--- src/rtl/pipe_m_stage_mc_pkg.sv ---
// Shared definitions for the memory stage: FSM encoding, widths, E/M bundle.
// Latency: n/a (types and constants only).
// Backpressure: n/a.
// Contents: state_t (IDLE/REQ), RN_W/DATA_W/CNT_W widths, ERR_DATA_DEF,
//           em_bundle_t (E/M pipeline register payload), word_aligned().
package pipe_defs;

  localparam int RN_W   = 5;
  localparam int DATA_W = 32;
  localparam int CNT_W  = 8;

  localparam logic [DATA_W-1:0] ERR_DATA_DEF = 32'hDEADBEEF;

  typedef enum logic {
    IDLE = 1'b0,
    REQ  = 1'b1
  } state_t;

  // Payload carried from E to M.
  typedef struct packed {
    logic              wreg;
    logic              m2reg;
    logic              wmem;
    logic [DATA_W-1:0] alu;
    logic [DATA_W-1:0] b;
    logic [RN_W-1:0]   rn;
  } em_bundle_t;

  // Word accesses only: the two address LSBs must be zero.
  function automatic logic word_aligned(input logic [1:0] lsb);
    return lsb == 2'b00;
  endfunction

endpackage

--- src/rtl/pipe_m_stage_mc_if.sv ---
// Data-memory request/acknowledge bus between the M stage and data memory.
// Latency: n/a (wires only).
// Backpressure: req is held until a one-cycle ack; addr/we/wdata stay stable meanwhile.
// Signals: req, we, addr, wdata (stage -> memory); rdata, ack (memory -> stage).
interface pipe_m_stage_mc_if;
  import pipe_defs::*;

  logic              req;
  logic              we;
  logic [DATA_W-1:0] addr;
  logic [DATA_W-1:0] wdata;
  logic [DATA_W-1:0] rdata;
  logic              ack;

  modport master (output req, we, addr, wdata, input rdata, ack);
  modport slave  (input req, we, addr, wdata, output rdata, ack);

endinterface

--- src/rtl/pipe_m_stage_mc_em_reg.sv ---
// E/M pipeline register: captures the E bundle when enabled, holds otherwise.
// Latency: 1 cycle.
// Backpressure: en_i low (memory stall) freezes the contents.
// Ports: clock, resetn (async active-low clear), en_i, d_i (E bundle), q_o (M bundle).
module pipe_em_reg
  import pipe_defs::*;
(
  input  logic       clock,
  input  logic       resetn,
  input  logic       en_i,
  input  em_bundle_t d_i,
  output em_bundle_t q_o
);

  em_bundle_t bundle_q;

  always_ff @(posedge clock or negedge resetn) begin
    if (!resetn) begin
      bundle_q <= '0;
    end else if (en_i) begin
      bundle_q <= d_i;
    end
  end

  assign q_o = bundle_q;

endmodule

--- src/rtl/pipe_m_stage_mc.sv ---
// Memory stage: E/M register, req/ack data-memory access, pipeline stall, M bundle.
// Latency: 1 cycle E->M for non-memory ops; loads/stores complete in the ack cycle.
// Backpressure: mem_stall (combinational) holds the front of the pipe while a request waits.
// Ports: clock/resetn; E inputs ewreg/em2reg/ewmem/ealu/eb/ern; dmem bus (master modport);
//        outputs mem_stall, mwreg, mm2reg, malu, mmo, mrn, mem_err.
module pipe_m_stage_mc
  import pipe_defs::*;
#(
  parameter int                MAX_WAIT = 15,
  parameter logic [DATA_W-1:0] ERR_DATA = ERR_DATA_DEF
) (
  input  logic                clock,
  input  logic                resetn,
  input  logic                ewreg,
  input  logic                em2reg,
  input  logic                ewmem,
  input  logic [DATA_W-1:0]   ealu,
  input  logic [DATA_W-1:0]   eb,
  input  logic [RN_W-1:0]     ern,
  pipe_m_stage_mc_if.master   dmem,
  output logic                mem_stall,
  output logic                mwreg,
  output logic                mm2reg,
  output logic [DATA_W-1:0]   malu,
  output logic [DATA_W-1:0]   mmo,
  output logic [RN_W-1:0]     mrn,
  output logic                mem_err
);

  // Wait count at which an unanswered request is abandoned.
  localparam logic [CNT_W-1:0] TMO_CNT = CNT_W'(MAX_WAIT - 1);

  em_bundle_t        e_bus;
  em_bundle_t        m_bus;

  state_t            state_q, state_d;
  logic [CNT_W-1:0]  cnt_q, cnt_d;
  logic              err_q, err_d;
  logic [DATA_W-1:0] mmo_q, mmo_d;

  logic              in_req;
  logic              ack_hit;
  logic              timeout;
  logic              misalign;
  logic              e_go;

  assign e_bus = '{wreg: ewreg, m2reg: em2reg, wmem: ewmem, alu: ealu, b: eb, rn: ern};

  pipe_em_reg u_em_reg (
    .clock  (clock),
    .resetn (resetn),
    .en_i   (~mem_stall),
    .d_i    (e_bus),
    .q_o    (m_bus)
  );

  always_comb begin
    in_req   = (state_q == REQ);
    ack_hit  = in_req & dmem.ack;
    timeout  = in_req & (cnt_q == TMO_CNT);
    // Ack and timeout are both completion events, so either releases the pipe.
    mem_stall = in_req & ~dmem.ack & ~timeout;
    // Misaligned ops never enter REQ, so they are only ever seen from IDLE.
    misalign = ~in_req & (m_bus.m2reg | m_bus.wmem) & ~word_aligned(m_bus.alu[1:0]);
    // The op being captured this edge decides whether the next cycle requests,
    // so a memory op is already in REQ during its first cycle in M.
    e_go     = (ewmem | em2reg) & word_aligned(ealu[1:0]);

    // Ack wins over a coincident timeout.
    mmo_d = mmo_q;
    if (ack_hit) begin
      mmo_d = dmem.rdata;
    end else if (timeout) begin
      mmo_d = ERR_DATA;
    end else if (misalign & m_bus.m2reg) begin
      mmo_d = ERR_DATA;
    end

    err_d = err_q | (timeout & ~dmem.ack) | misalign;

    if (mem_stall) begin
      state_d = REQ;
      cnt_d   = cnt_q + 1'b1;
    end else begin
      state_d = e_go ? REQ : IDLE;
      cnt_d   = '0;
    end
  end

  always_ff @(posedge clock or negedge resetn) begin
    if (!resetn) begin
      state_q <= IDLE;
      cnt_q   <= '0;
      err_q   <= 1'b0;
      mmo_q   <= '0;
    end else begin
      state_q <= state_d;
      cnt_q   <= cnt_d;
      err_q   <= err_d;
      mmo_q   <= mmo_d;
    end
  end

  assign dmem.req   = in_req;
  assign dmem.we    = m_bus.wmem;
  assign dmem.addr  = m_bus.alu;
  assign dmem.wdata = m_bus.b;

  // Load data is bypassed in the ack cycle so W sees it without an extra cycle.
  assign mmo     = mmo_d;
  assign mwreg   = m_bus.wreg & ~mem_stall;
  assign mm2reg  = m_bus.m2reg;
  assign malu    = m_bus.alu;
  assign mrn     = m_bus.rn;
  assign mem_err = err_q;

endmodule
--- src/flat_wrapper.sv ---
// flat-port wrapper written by rule: the top's interface ports become plain ports
module pipe_m_stage_mc_flat import pipe_defs::*;
#(
  parameter int                MAX_WAIT = 15,
  parameter logic [DATA_W-1:0] ERR_DATA = ERR_DATA_DEF
)
  (clock, resetn, ewreg, em2reg, ewmem, ealu, eb, ern, mem_stall, mwreg, mm2reg, malu, mmo, mrn, mem_err, dmem_req, dmem_we, dmem_addr, dmem_wdata, dmem_rdata, dmem_ack);
  pipe_m_stage_mc_if dmem_i ();
  input  logic clock;
  input  logic resetn;
  input  logic ewreg;
  input  logic em2reg;
  input  logic ewmem;
  input  logic [DATA_W-1:0] ealu;
  input  logic [DATA_W-1:0] eb;
  input  logic [RN_W-1:0] ern;
  output logic mem_stall;
  output logic mwreg;
  output logic mm2reg;
  output logic [DATA_W-1:0] malu;
  output logic [DATA_W-1:0] mmo;
  output logic [RN_W-1:0] mrn;
  output logic mem_err;
  output wire logic [$bits(dmem_i.req)-1:0] dmem_req;
  output wire logic [$bits(dmem_i.we)-1:0] dmem_we;
  output wire logic [$bits(dmem_i.addr)-1:0] dmem_addr;
  output wire logic [$bits(dmem_i.wdata)-1:0] dmem_wdata;
  input wire logic [$bits(dmem_i.rdata)-1:0] dmem_rdata;
  input wire logic [$bits(dmem_i.ack)-1:0] dmem_ack;
  assign dmem_req = dmem_i.req;
  assign dmem_we = dmem_i.we;
  assign dmem_addr = dmem_i.addr;
  assign dmem_wdata = dmem_i.wdata;
  assign dmem_i.rdata = dmem_rdata;
  assign dmem_i.ack = dmem_ack;
  pipe_m_stage_mc #(.MAX_WAIT(MAX_WAIT), .ERR_DATA(ERR_DATA)) u_core (.clock(clock), .resetn(resetn), .ewreg(ewreg), .em2reg(em2reg), .ewmem(ewmem), .ealu(ealu), .eb(eb), .ern(ern), .dmem(dmem_i), .mem_stall(mem_stall), .mwreg(mwreg), .mm2reg(mm2reg), .malu(malu), .mmo(mmo), .mrn(mrn), .mem_err(mem_err));
endmodule
--- config.mk ---
export PLATFORM = sky130hd
export DESIGN_NAME = pipe_m_stage_mc_flat
export DESIGN_NICKNAME = d
export VERILOG_FILES = /design/src/rtl/pipe_m_stage_mc_pkg.sv /design/src/rtl/pipe_m_stage_mc_if.sv /design/src/rtl/pipe_m_stage_mc_em_reg.sv /design/src/rtl/pipe_m_stage_mc.sv /design/src/flat_wrapper.sv
export SDC_FILE = /design/constraint.sdc
export NUM_CORES = 1
export LEC_CHECK = 0
export BUFFER_PORTS_ARGS = -buffer_cell sky130_fd_sc_hd__buf_2
export CAP_MARGIN = 40
export CORE_MARGIN = 2
export CORE_UTILIZATION = 47
export CTS_CLUSTER_SIZE = 28
export DETAILED_ROUTE_END_ITERATION = 16
export PLACE_DENSITY = 0.8
export SLEW_MARGIN = 20
export SYNTH_ARGS = -nofsm -noshare
export SYNTH_HDL_FRONTEND = slang
export SYNTH_SLANG_ARGS = --single-unit
--- constraint.sdc ---
create_clock -name clock -period 2.8 [get_ports clock]
set_clock_uncertainty 0.2 [all_clocks]
set_input_delay 0.56 -clock clock [delete_from_list [all_inputs] [get_ports clock]]
set_output_delay 0.56 -clock clock [all_outputs]
set_load 0.005 [all_outputs]
==> results of run 1 <==
==> power by group <==
group          leakage [nW]  internal, mW  switching [mW]
combinational          1.66         0.379           0.338
sequential             1.32          1.81          0.0841
clock                 0.272          1.32           0.728
total                  3.25          3.51            1.15
==> logic make-up (layout without fill, tap and decap cells) <==
family | count (synthesis) | after routing
muxes | 72 | 72
adders and majority gates | 2 | 2
buffers and inverters | 123 | 301
xor gates and xnor gates | 3 | 3
and+or+nand+nor | 86 | 86
DFF | 114 | 114
AOI/OAI and AO/OA | 45 | 45
==> flip-flops by register name, indices dropped and copies added (netlist names) <==
| register | cells |
|---|---|
| u_core.u_em_reg.q_o | 72 |
| u_core.mmo_q | 32 |
| u_core.mem_err | 1 |
| u_core.cnt_q | 8 |
| u_core.dmem.req | 1 |
==> layout make-up <==
class,count,share of cell area [%]
sequential,114,42.99
clock inverter,11,1.697
multi-input combinational,208,24.30
timing repair buffer,264,21.23
timing repair inverter,1,0.05656
tap,140,2.640
inverter,4,0.3017
clock buffer,21,6.787
==> per-stage QoR <==
| stage | instance area [µm²] | setup TNS, ps | utilization, % | worst slack, ps | hold slack, ps |
|---|---|---|---|---|---|
| floorplan | 5305 | 0 | - | 399.7 | 64.41 |
| global placement | 5924 | 0 | 54.18 | 329.5 | 268.2 |
| detailed placement | 5924 | 0 | 54.18 | 280.6 | 273.0 |
| CTS | 6540 | 0 | 59.81 | 16.29 | 140.8 |
| global route | 6636 | -555.2 | 60.69 | -45.16 | 148.4 |
| finish | 6636 | 0 | 60.69 | 42.53 | 157.6 |
==> repair_timing <==
action,4_1_cts,5_1_grt
gates cloned,2,2
hold endpoints to repair,34,0
hold buffers,1,0
pin swaps,1,2
gates resized for setup,7,29
setup endpoints to repair,32,32
setup buffers,1,2
==> worst max-delay path, delay by kind of cell (launching register included) <==
family / cells / cell delay [ps]
AOI/OAI and AO/OA: 2 / 270
adders and majority gates: 1 / 190
buffers and inverters: 3 / 440
DFF: 1 / 420
and+or+nand+nor: 1 / 280
==> layout by cell type, fill, tap and decap left out, types with 2 or more instances in the layout <==
master	synthesis	routed
o21ai_0	12	4
a21oi_1	28	16
mux2_2	53	53
buf_4	105	13
nand3_1	4	4
or3_1	3	3
buf_6	1	4
bufinv_16	0	2
clkinv_2	0	6
and2_1	2	2
clkbuf_16	0	17
dfrtp_1	114	114
o21ai_1	0	7
xor2_1	2	2
mux2_4	19	19
clkinvlp_4	0	3
nand2_1	19	19
a21oi_2	0	12
ha_1	2	2
nor2_1	54	54
inv_1	3	3
buf_2	0	244
clkbuf_1	10	3
==> final timing paths <==
path,from,slack (ps),endpoint
worst max register to register,u_core.cnt_q[1],450,u_core.u_em_reg.q_o[29]
worst min register to register,u_core.mem_err,290,u_core.mem_err
min in group asynchronous,resetn,460,u_core.u_em_reg.q_o[40]
worst min-delay path,ealu[0],160,u_core.dmem.req
max in group asynchronous,resetn,1270,u_core.u_em_reg.q_o[67]
worst max-delay path,u_core.cnt_q[1],40,mmo[15]
==> per-layer routing <==
| metal | GRT usage, % | vias up | wire length (µm) |
|---|---|---|---|
| met5 | 0 | - | 0 |
| met4 | 6.875 | 0 | 141 |
| met3 | 4.997 | 13 | 878 |
| met2 | 34.14 | 137 | 6545 |
| met1 | 20.88 | 1817 | 4625 |
| li1 | - | 1712 | - |
==> qor.yml, run 1 <==
status: "finished clean"
clock_latency_ps: 400
hold_depth: 2
ir_drop_v: 0.0004351
grt_pass1_vias: 3562
hpwlAfterDp_um: 8780
endpoint_kind: "output pin"
worstPathRequired_ps: 2040
rsz0062_at_grt: "yes"
cp-start-kind: "flip-flop"
grt_pass1_wl_um: 17170
timing.final.crit_share_pct: 98.48
grt_util_all_layers_pct: 18.73
io_pins: 246
relSlewSlack_pct: 66.62
drive_gt1_share_pct: 61.96
clkTransAtPathRegs_ps: 50
synth.top_cells.by_area: "dfrtp_1 54%, buf_4 15%, mux2_2 11%"
die_area_um2: 12150
synthFlopType: "dfrtp_1"
clockRootBuffer: "clkbuf_16"
seq_area_um2: 2853
cts_tree: "built"
ys_top_cells_by_count: "114 x dfrtp_1, 105 x buf_4, 54 x nor2_1, 53 x mux2_2, 28 x a21oi_1"
finalCriticalPeriod_ps: 2757
yosys.area.top_type: "dfrtp_1"
cts_buffer_depth: 2
grt-ovfl-total: 0
row_count: 38
synthCells: 445
vias: 3679
crit_chain: "ha_1, and4b_2, a22oi_2, buf_6, buf_6, a21oi_2, buf_2"
critical_path.most_common_cell: "buf_6"
cts_num_sinks: 114
numPortBuffers: 245
finalHoldViolations: 0
slew_viol_final: 0
synth_edf_count: 0
num_antenna_cells: 0
tightestPinTransition_ps: 500.7
synth_area_um2: 5305
fill_cells: 892
finalNetCount: 719
synthSimpleGateAreaFrac_pct: 7.005
crit_arrival_ps: 2000
wl_per_cell_um: 15.98
die_h_um: 110.2
synthMuxAreaShare_pct: 16.63
cts_buffers: 17
antenna_found_initial: 0
multi_input_area_um2: 1613
synthXorXnorAreaFrac_pct: 0.4953
yosysMostFrequentCell: "dfrtp_1"
fp.dieW_um: 110.2
dp_cells: 723
grt_max_degree: 48
hp-class: "in2reg"
ys_seq_elements: 114
first_iter_violations: 181
ant_nets: 0
p_per_area_nw_per_um2: 702.4
worst_path_largest_cell_delay_ps: 420
initial_core_util_pct: 48.51
critical_path_class: "reg2out"
crit_fanout: 6
async_reset_ff_share_pct: 100.0
slowest_stage: "dfrtp_1"
syn_area_per_cell_um2: 11.92
yosysWarningCount: 0
finalPower_mw: 4.661
area_growth_pct: 25.09
synth_compound_area_share_pct: 4.575
gp_congestion: 0.7591
htreeDepth: 4
synthAdderAreaFrac_pct: 0.4717
via_per_inst: 4.822
worstRegToRegCells: 6
drc_errors: 0
final_cell_count_no_fill: 763
core_area_um2: 10940
ys_seq_area_share_pct: 53.77
drv_cap: 0
drt_wl_total_um: 12190
setup_violations: 0
synth_top_family_by_area: "buffers and inverters"
first_pass_iters: 4
synthDistinctLibCells: 29
max_freq_mhz: 362.7
power_leakage_nw: 3.246
synth_fp_nets: 554
synth_top_area_share_pct: 53.77
No activity file was read; power rests on OpenSTA's default activity.
==> run 2: changes to the inputs <==
- MAX_ROUTING_LAYER: unset -> met4
==> qor.yml, run 2 (same netlist as run 1, synthesis figures left out) <==
drc_errors: 0
drv_cap: 0
antenna_found_initial: 0
drive_gt1_share_pct: 61.96
die_area_um2: 12150
cts_tree: "built"
netSwitchingFraction_pct: 24.66
power_frac_clock_pct: 44.0
relSlewSlack_pct: 66.57
cts_buffer_depth: 2
timing.final.crit_share_pct: 98.35
grtUsageMet3_pct: 4.938
internal-power_mw: 3.511
critical_path_class: "reg2out"
critical_path.most_common_cell: "buf_6"
gp_congestion: 0.7690
crit_chain: "ha_1, and4b_2, a22oi_2, buf_6, buf_6, a21oi_2, buf_2"
grt_busiest_layer: "met2"
finalHoldViolations: 0
mostFrequentLayoutCells: "244 x buf_2, 114 x dfrtp_1, 54 x nor2_1"
grt_pass1_vias: 3560
finalCriticalPeriod_ps: 2754
hp-class: "in2reg"
fill_cells: 892
first_pass_iters: 4
status: "finished clean"
crit_arrival_ps: 1990
final_cell_count_no_fill: 763
grt_pass1_wl_um: 17210
p_per_area_nw_per_um2: 702.3
initial_core_util_pct: 48.51
fp.dieW_um: 110.2
finalNetCount: 719
crit_fanout: 6
critical_path_buf_inv_count: 3
hpwlAfterDp_um: 8780
core_area_um2: 10940
multi_input_area_um2: 1613
max_freq_mhz: 363.1
cts_num_sinks: 114
numPortBuffers: 245
vias: 3681
ir_drop_v: 0.0004349
htreeDepth: 4
clkTransAtPathRegs_ps: 50
reg2reg_slack_ps: 450
tightestPinTransition_ps: 501.5
seq_power_share_pct: 40.7
crit_family: "buffers and inverters"
dp_cells: 723
endpoint_kind: "output pin"
setup_tns_ps: 0
via_per_inst: 4.824
io_pins: 246
p_comb_share_pct: 15.4
wl_per_cell_um: 15.95
slew_viol_final: 0
num_antenna_cells: 0
drt_wl_total_um: 12170
fin_area_um2: 6636
met1_usage_pct: 20.88
slowest_stage: "dfrtp_1"
area_growth_pct: 25.09
seq_area_um2: 2853
worstPathRequired_ps: 2040
cp-start-kind: "flip-flop"
fin_util_pct: 60.69
mostFrequentLayoutCell: "buf_2"
worst_path_largest_cell_delay_ps: 420
grt-ovfl-total: 0
clockRootBuffer: "clkbuf_16"
clock_latency_ps: 390
die_h_um: 110.2
place_area_um2: 5924
grt_util_all_layers_pct: 19.36
ant_nets: 0
largest_register_ffs: 72
use_met2_pct: 34.36
first_iter_violations: 228
rsz0062_at_grt: "yes"
row_count: 38
power_leakage_nw: 3.246
grt_max_degree: 48
p_switching_mw: 1.149
setup_violations: 0
cts_buffers: 17
[run 2: cell counts in the layout (fill, tap and decap cells not counted)]
Identical to the previous run, type by type.
[run 2: metal layers]
layer  share of wire (%)  vias up
met4                 1.1        0
met1                  38     1808
met2                  54      145
met3                 7.1       12
li1                    -     1716
met5                   0        -
[run 2: repair_timing]
action / CTS / global route
endpoints found under the setup margin: 32 / 33
gates cloned: 2 / 2
pin swaps: 1 / 2
buffers inserted: 1 / 2
hold endpoints to repair: 34 / 0
resized for setup: 7 / 29
hold buffers: 1 / 0
[run 2: worst register-to-register path: stages (launching register included)]
cell,delay (ps)
dfrtp_1,420
ha_1,190
and4b_2,280
a211o_4,390
inv_6,130
buf_4,270
mux2_2,360
[run 2: final cells by class]
| cell class | instances | share of cell area (%) |
|---|---|---|
| well taps | 140 | 2.640 |
| flip-flops and latches | 114 | 42.99 |
| repair buffers | 264 | 21.23 |
| inverters | 4 | 0.3017 |
| clock buffers | 21 | 6.787 |
| multi-input cells | 208 | 24.30 |
| repair inverters | 1 | 0.05656 |
| clock inverters | 11 | 1.697 |
[run 2: through the flow]
stage / hold slack [ps] / power, mW / worst slack (ps)
floorplan: 64.41 / 2.389 / 399.7
CTS: 140.8 / 4.674 / 16.29
global placement: 268.2 / 2.563 / 329.5
detailed placement: 273.0 / 2.594 / 280.6
global route: 148.1 / 4.871 / -45.39
finish: 158.4 / 4.661 / 46.12
[run 2: path summary, 6_finish.rpt]
check	from	to	cells after the start
worst max-delay path	u_core.cnt_q[1]	mmo[15]	7
worst min-delay path	ealu[0]	u_core.dmem.req	2
worst max register to register	u_core.cnt_q[1]	u_core.u_em_reg.q_o[29]	6
worst min register to register	u_core.mem_err	u_core.mem_err	2
max in group asynchronous	resetn	u_core.u_em_reg.q_o[4]	3
min in group asynchronous	resetn	u_core.u_em_reg.q_o[40]	2
[run 2: power groups by stage]
stage                     clock network [mW]  logic [mW]  registers (mW)
after floorplan                            0       0.492            1.90
after global placement                     0       0.650            1.91
after detailed placement                   0       0.669            1.92
after CTS                               2.09       0.689            1.90
after global routing                    2.17       0.789            1.91
final                                   2.05       0.716            1.90
==> run 3: changes to the inputs <==
- PLACE_DENSITY: 0.8 -> 0.83
==> qor.yml, run 3 (same netlist as run 1, synthesis figures left out) <==
status: "finished clean"
largest_register_ffs: 72
p_comb_share_pct: 14.9
reg2reg_slack_ps: 370
r2r_end: "u_core.u_em_reg.q_o[68]"
row_count: 38
core_area_um2: 10940
worstRegToRegCells: 7
io_pins: 246
htreeDepth: 4
area_growth_pct: 25.73
r2r-start: "u_core.cnt_q[1]"
drt_wl_total_um: 11540
ant_nets: 0
crit_path_end: "mmo[28]"
critical_path_class: "reg2out"
fin_util_pct: 61.00
p_per_area_nw_per_um2: 706.7
relSlewSlack_pct: 52.55
grt_util_all_layers_pct: 19.00
seq_power_share_pct: 40.2
first_iter_violations: 203
cp-start-kind: "flip-flop"
power_leakage_nw: 3.283
die_h_um: 110.2
setup_violations: 0
fp.dieW_um: 110.2
finalHoldViolations: 0
initial_core_util_pct: 48.51
antenna_found_initial: 0
ir_drop_v: 0.0005648
cts_tree: "built"
first_pass_iters: 5
clkTransAtPathRegs_ps: 50
endpoint_kind: "output pin"
grt-ovfl-total: 0
hp-class: "in2reg"
via_per_inst: 4.793
num_antenna_cells: 0
grt_pass1_wl_um: 16950
drv_cap: 0
hold_depth: 2
crit_arrival_ps: 1990
netSwitchingFraction_pct: 23.33
tightestPinTransition_ps: 711.8
worstPathRequired_ps: 2040
clockRootBuffer: "clkbuf_16"
numPortBuffers: 245
cts_buffer_depth: 2
startpoint: "u_core.cnt_q[1]"
mostFrequentLayoutCell: "buf_2"
cts_buffers: 17
grt_max_degree: 59
crit_chain: "ha_1, and4b_2, a22oi_2, buf_6, buf_8, a21oi_1, buf_2"
die_area_um2: 12150
wl_per_cell_um: 15.08
fill_cells: 878
p_switching_mw: 1.099
worst_path_largest_cell_delay_ps: 410
crit_fanout: 12
setup_tns_ps: 0
mostFrequentLayoutCells: "244 x buf_2, 114 x dfrtp_1, 54 x nor2_1"
cts_num_sinks: 114
hpwlAfterDp_um: 8316
slew_viol_final: 0
finalNetCount: 722
drive_gt1_share_pct: 60.96
drc_errors: 0
vias: 3667
internal-power_mw: 3.614
max_freq_mhz: 364.2
grt_pass1_vias: 3600
timing.final.crit_share_pct: 98.05
clock_latency_ps: 410
rsz0062_at_grt: "yes"
power_frac_clock_pct: 44.9
gp_congestion: 0.7428
slowest_stage: "dfrtp_1"
finalCriticalPeriod_ps: 2745
==> run 3: worst min path at each step <==
stage	start	endpoint	slack [ps]
6_report	ealu[0]	u_core.dmem.req	170
5_1_grt	ealu[1]	u_core.dmem.req	160
4_1_cts	ealu[1]	u_core.dmem.req	140
3_5_place_dp	u_core.mem_err	u_core.mem_err	270
3_3_place_gp	u_core.u_em_reg.q_o[36]	u_core.u_em_reg.q_o[36]	280
2_1_floorplan	resetn	u_core.cnt_q[0]	60
==> run 3: cell type report <==
type                    count  area [µm²]  share of cell area, %
flip-flops and latches    114        2853                  42.77
multi-input cells         208        1578                  23.65
repair buffers            268        1448                  21.70
clock buffers              28       556.8                  8.347
well taps                 140       175.2                  2.626
clock inverters             3       40.04                 0.6003
inverters                   4       20.02                 0.3001
==> run 3: repair_timing <==
item | in CTS | in global routing
resized for setup | 12 | 14
pin swaps | 1 | 2
hold endpoints to repair | 58 | 0
gates cloned | 1 | 1
endpoints found under the setup margin | 33 | 34
hold buffers | 1 | 0
setup buffers | 1 | 10
==> run 3: stage by stage <==
step | hold WS, ps | std cells | area (µm²) | total power [mW] | setup WS, ps
finish | 165.5 | 765 | 6670 | 4.714 | 54.55
global route | 160.6 | 765 | 6670 | 4.926 | -49.79
CTS | 145.0 | 754 | 6550 | 4.734 | 8.571
detailed placement | 266.5 | 720 | 5914 | 2.586 | 275.7
global placement | 282.9 | 720 | 5914 | 2.550 | 348.6
floorplan | 64.41 | 445 | 5305 | 2.389 | 399.7
==> run 3: power by group through the flow <==
stage	clock network (mW)	registers [mW]	logic, mW
floorplan	0	1.90	0.492
global placement	0	1.91	0.641
detailed placement	0	1.92	0.662
CTS	2.16	1.90	0.680
global route	2.24	1.91	0.776
finish	2.12	1.90	0.702
==> run 3: routing by layer <==
metal  share of wire [%]  up-vias  GRT usage [%]
met5                   0        -              -
met4                 1.5        0          7.857
met3                 7.2       19          5.938
met2                  53      147          32.69
met1                  38     1789          20.31
li1                    -     1712              -
==> run 3: critical path: cells and delay by family, from the launching register on <==
kind            cells  cell delay [ps]
flops               1              410
compound gates      2              290
simple gates        1              270
fa+ha+maj           1              190
buf+inv             3              420
